### config.mk
export PLATFORM = sky130hd
export DESIGN_NAME = dmem_arbiter
export DESIGN_NICKNAME = d
export VERILOG_FILES = /design/src/rtl/dmem_arbiter.sv
export SDC_FILE = /design/constraint.sdc
export NUM_CORES = 1
export LEC_CHECK = 0
export ABC_CLOCK_PERIOD_IN_PS = 2940
export CORE_UTILIZATION = 41
export DETAILED_ROUTE_END_ITERATION = 10
export PLACE_DENSITY_LB_ADDON = 0.15
export SLEW_MARGIN = 20
export SYNTH_ARGS = -nofsm -noshare
export SYNTH_HDL_FRONTEND = slang
export SYNTH_SLANG_ARGS = --single-unit
### constraint.sdc
create_clock -name clk -period 2.94 [get_ports clk]
set_clock_uncertainty 0.1 [all_clocks]
set_input_delay 0.441 -clock clk [delete_from_list [all_inputs] [get_ports clk]]
set_output_delay 0.441 -clock clk [all_outputs]
set_load 0.02 [all_outputs]
### src/rtl/dmem_arbiter.sv
// Round-robin arbiter sharing one data-memory port among NUM_CORES memory stages.
// One transaction in flight: IDLE -> ACCESS -> (WAIT) -> RESP -> IDLE.
module dmem_arbiter #(
  parameter int unsigned NUM_CORES    = 2,
  parameter int unsigned READ_LATENCY = 1
) (
  input  logic                   clk,
  input  logic                   rst_n,
  input  logic [NUM_CORES-1:0]    core_req_valid,
  input  logic [NUM_CORES-1:0]    core_req_we,
  input  logic [32*NUM_CORES-1:0] core_req_addr,
  input  logic [32*NUM_CORES-1:0] core_req_wdata,
  output logic [NUM_CORES-1:0]    core_req_ready,
  output logic [NUM_CORES-1:0]    core_resp_valid,
  output logic [31:0]             core_resp_rdata,
  output logic [31:0]             dmem_addr,
  output logic [31:0]             dmem_wdata,
  output logic                    dmem_read_en,
  output logic                    dmem_write_en,
  input  logic [31:0]             dmem_read_data
);

  localparam int unsigned IdxW = (NUM_CORES > 1) ? $clog2(NUM_CORES) : 1;

  localparam logic [1:0] StIdle   = 2'd0;
  localparam logic [1:0] StAccess = 2'd1;
  localparam logic [1:0] StWait   = 2'd2;
  localparam logic [1:0] StResp   = 2'd3;

  logic [1:0]      state_q, state_d;
  logic [IdxW-1:0] rr_ptr_q, rr_ptr_d;
  logic [IdxW-1:0] idx_q;
  logic [2:0]      cnt_q, cnt_d;
  logic [31:0]     addr_q, wdata_q, rdata_q;
  logic            we_q;

  logic [IdxW-1:0] grant_idx;
  logic            grant_found;
  logic            accept;

  // Search from rr_ptr upward with wrap; first valid core wins.
  always_comb begin
    int unsigned     cand;
    logic [IdxW-1:0] cand_idx;
    grant_found = 1'b0;
    grant_idx   = '0;
    cand        = 0;
    cand_idx    = '0;
    for (int unsigned k = 0; k < NUM_CORES; k++) begin
      cand     = (32'(rr_ptr_q) + k) % NUM_CORES;
      cand_idx = IdxW'(cand);
      if (!grant_found && core_req_valid[cand_idx]) begin
        grant_found = 1'b1;
        grant_idx   = cand_idx;
      end
    end
  end

  assign accept = (state_q == StIdle) && grant_found;

  always_comb begin
    core_req_ready = '0;
    if (accept) begin
      core_req_ready[grant_idx] = 1'b1;
    end
  end

  always_comb begin
    core_resp_valid = '0;
    if (state_q == StResp) begin
      core_resp_valid[idx_q] = 1'b1;
    end
  end

  always_comb begin
    state_d  = state_q;
    rr_ptr_d = rr_ptr_q;
    cnt_d    = cnt_q;
    case (state_q)
      StIdle: begin
        if (grant_found) begin
          state_d  = StAccess;
          rr_ptr_d = (grant_idx == IdxW'(NUM_CORES - 1)) ? '0 : grant_idx + 1'b1;
        end
      end
      StAccess: begin
        if (we_q) begin
          state_d = StResp;
        end else begin
          cnt_d   = 3'(READ_LATENCY);
          state_d = StWait;
        end
      end
      StWait: begin
        cnt_d = cnt_q - 3'd1;
        if (cnt_q == 3'd1) begin
          state_d = StResp;
        end
      end
      StResp:  state_d = StIdle;
      default: state_d = StIdle;
    endcase
  end

  always_ff @(posedge clk or negedge rst_n) begin
    if (!rst_n) begin
      state_q  <= StIdle;
      rr_ptr_q <= '0;
      cnt_q    <= '0;
      addr_q   <= '0;
      wdata_q  <= '0;
      we_q     <= 1'b0;
      idx_q    <= '0;
      rdata_q  <= '0;
    end else begin
      state_q  <= state_d;
      rr_ptr_q <= rr_ptr_d;
      cnt_q    <= cnt_d;
      if (accept) begin
        addr_q  <= core_req_addr[32*grant_idx +: 32];
        wdata_q <= core_req_wdata[32*grant_idx +: 32];
        we_q    <= core_req_we[grant_idx];
        idx_q   <= grant_idx;
      end
      // Memory data is valid in the last WAIT cycle; rdata holds until the next read.
      if ((state_q == StWait) && (cnt_q == 3'd1)) begin
        rdata_q <= dmem_read_data;
      end
    end
  end

  assign dmem_addr       = addr_q;
  assign dmem_wdata      = wdata_q;
  assign dmem_read_en    = (state_q == StAccess) && !we_q;
  assign dmem_write_en   = (state_q == StAccess) && we_q;
  assign core_resp_rdata = rdata_q;

endmodule

==> out/qor.txt <==
worst slew pin tran - 0.755 ns
Max Cap Viol - 0
worst hold slack - 0.0441 ns
final WL - 13400 um
cell taking the most area after synthesis - dfrtp_1
total stage count of the critical path - 5
root buf cell - clkbuf_8
share of the synthesized area in the top cell type - 58.2%
GRT Overall Usage - 24.2%
post-CTS sizing - 0
Die X-Extent - 106 um
Post-synth EDFFs - 0
via/cell ratio - 5.18
Syn Inst Count - 330
Sw Pwr - 2.84 mW
Internal - 4.76 mW
CP max stage delay - 0.62 ns
Fmax - 0.372 GHz
drc violations - 0
Static Leak - 3.07 nW
vias after detailed routing - 3779
CP Launch Point - state_q[0]
Layout area overhead - 65.7%
critical path class - reg -> out
Hold Path Class - in -> async
core area - 10500 sq um
Storage cell area - 2600 sq um
Crit. End Element - output pin
Top delay family on crit path - buffers and inverters
I/O pin count - 268
fin crit share - 91.4%
Synth area leaders - dfrtp_1, a221o_1, mux2_2
Clk Latency, worst-skew pair - 0.35 ns
register area share after synthesis - 58.2%
Synthesized Nets - 502
proportion of layout cells with a drive suffix above 1 - 10.1%
Yosys reg bits - 104
# nets final - 762
Worst Setup Start Kind - flip-flop
Sw Share - 37.4%
vias in the first global route - 3982
Clk pwr share - 10.2%
Max FO, Critical Path - 6
Final min period - 2.69 ns
Hold-fix buffers, CTS - 0
footprint of the multi-input gates - 1710 sq um
Mean Syn Cell Area - 13.6 sq um
cell with the most instances after synthesis - dfrtp_1
RD Place Congestion - 0.759
Ys Warns - 0
Slew Limit Fails - 0
worst path arrival time - 2.15 ns
die area - 11300 sq um
row count - 37
worst reg2reg path depth - 6
Final Hold Viols - 0
remaining antenna violation count - 0
drt initial violations - 197
largest net degree at the start of global routing - 67
Sink Count - 104
VDD IR max - 0.000655 V
Critical-path top delay cell - clkdlybuf4s50_1
status - complete, no violations
CTS Buf Count - 9
logic gate share of total power - 56.8%
Post-Syn Area - 4470 sq um
WP buf/inv - 2
CTS Buffer Depth - 2
Pre-antenna DRT Iters - 6
async set-reset flop share out of synthesis - 100%
DR WL/cell - 18.4 um
top post-synthesis cells by count - dfrtp_1, a221o_1, and2_0
worst r2r src - state_q[0]
CTS tree - done
Setup Fix Bufs, Post-CTS - 0
antenna cells - 0
power density cells - 1030 nW/um^2
Unique masters post-synth - 27
GRT overflow - 0
RSZ-0062 raised after global routing - no
Clock transition at path regs - 0.09 ns
H-tree depth - 3
TNS Setup - 0 ns
Rel. slew slack - 49.6%
first-pass GRT wire length - 20900 um
worst-path cell chain - inv_1, ha_1, nand2_1, a21oi_4, clkdlybuf4s50_1
dpl hpwl - 9850 um
Fillers - 797
PortBufs - 267
Seq pwr share - 33.0%
worst path required time - 2.40 ns
die height - 106 um
Starting Density - 42.8%
initial antenna violation count - 0
Synth Flop Type - dfrtp_1
# setup viols final - 0
==> layer usage <==
layer	up-vias	track usage [%]	wire [um]
met3	30	6.68	1150
met4	0	11.2	414
li1	1747	-	-
met5	-	0	0
met1	1832	27.9	5250
met2	170	41.7	6610
==> power by group through the flow <==
stage / logic [mW] / registers, mW / clock network [mW]
after global placement: 4.23 / 2.49 / 0
after global routing: 4.61 / 2.59 / 0.871
after CTS: 4.33 / 2.51 / 0.808
after detailed placement: 4.32 / 2.52 / 0
after floorplan: 1.60 / 3.29 / 0
final: 4.32 / 2.51 / 0.773
==> area by class of cell <==
type                            count  share of cell area [%]
Tap cell                          136                    2.30
Multi-Input combinational cell    197                    23.1
Clock buffer                       10                    1.86
Inverter                            5                   0.253
Sequential cell                   104                    35.1
Clock inverter                      4                   0.304
Timing Repair Buffer              273                    37.1
==> through the flow <==
stage	util [%]	instance area [sq um]	cells	total power, mW	setup slack, ns
2_1_floorplan	-	4470	330	4.89	1.21
3_3_place_gp	69.1	7230	714	6.73	0.266
3_5_place_dp	69.1	7230	714	6.84	0.182
4_1_cts	70.6	7390	728	7.65	0.224
5_1_grt	70.9	7410	729	8.07	0.121
6_report	70.9	7410	729	7.60	0.253
==> worst paths after layout <==
path                                        to  slack, ns
max reg2reg                       dmem_addr[6]       0.69
min reg2reg                              idx_q       0.41
min                        core_resp_rdata[28]       0.04
max in group asynchronous        dmem_wdata[5]       1.95
min in group clk                         idx_q       0.41
max                          core_req_ready[1]       0.25
==> state kept, by name, indices dropped and copies added, names as in the netlist <==
| name | flops |
|---|---|
| dmem_wdata | 32 |
| we_q | 1 |
| state_q | 2 |
| idx_q | 1 |
| dmem_addr | 32 |
| cnt_q | 3 |
| rr_ptr_q | 1 |
| core_resp_rdata | 32 |
==> cell families (layout without fill, tap and decap cells) <==
kind of cell               after synthesis  after routing  share of synthesized area, %
AOI/OAI and AO/OA                       79             79                          17.0
muxes                                   33             33                          8.31
adders and majority gates                6              6                          1.68
DFF                                    104            104                          58.2
and+or+nand+nor                         79             79                          10.8
buffers and inverters                   29            292                          4.03
==> worst reg2reg max path, stage by stage (launching register included) <==
cell and delay [ns]:
dfrtp_1 0.44, inv_1 0.11, ha_1 0.34, nand2_1 0.14, a21oi_4 0.15, buf_4 0.59
a221o_1 0.33
==> layout by cell type (no fill, tap or decap), types with 2 or more instances in the layout <==
master           count
nand2_1              3
and2_1               8
nand2b_1             3
o21ai_0              2
buf_4                5
nor2b_1              2
and2_2               2
clkdlybuf4s50_1    266
dfrtp_1            104
clkinv_2             3
ha_1                 6
mux2_2              33
clkbuf_8            10
a22o_1               2
a21oi_4              2
a21o_1               2
nor2_1               3
and2_0              57
inv_1                5
a221o_1             65
No activity file was read; power rests on OpenSTA's default activity.
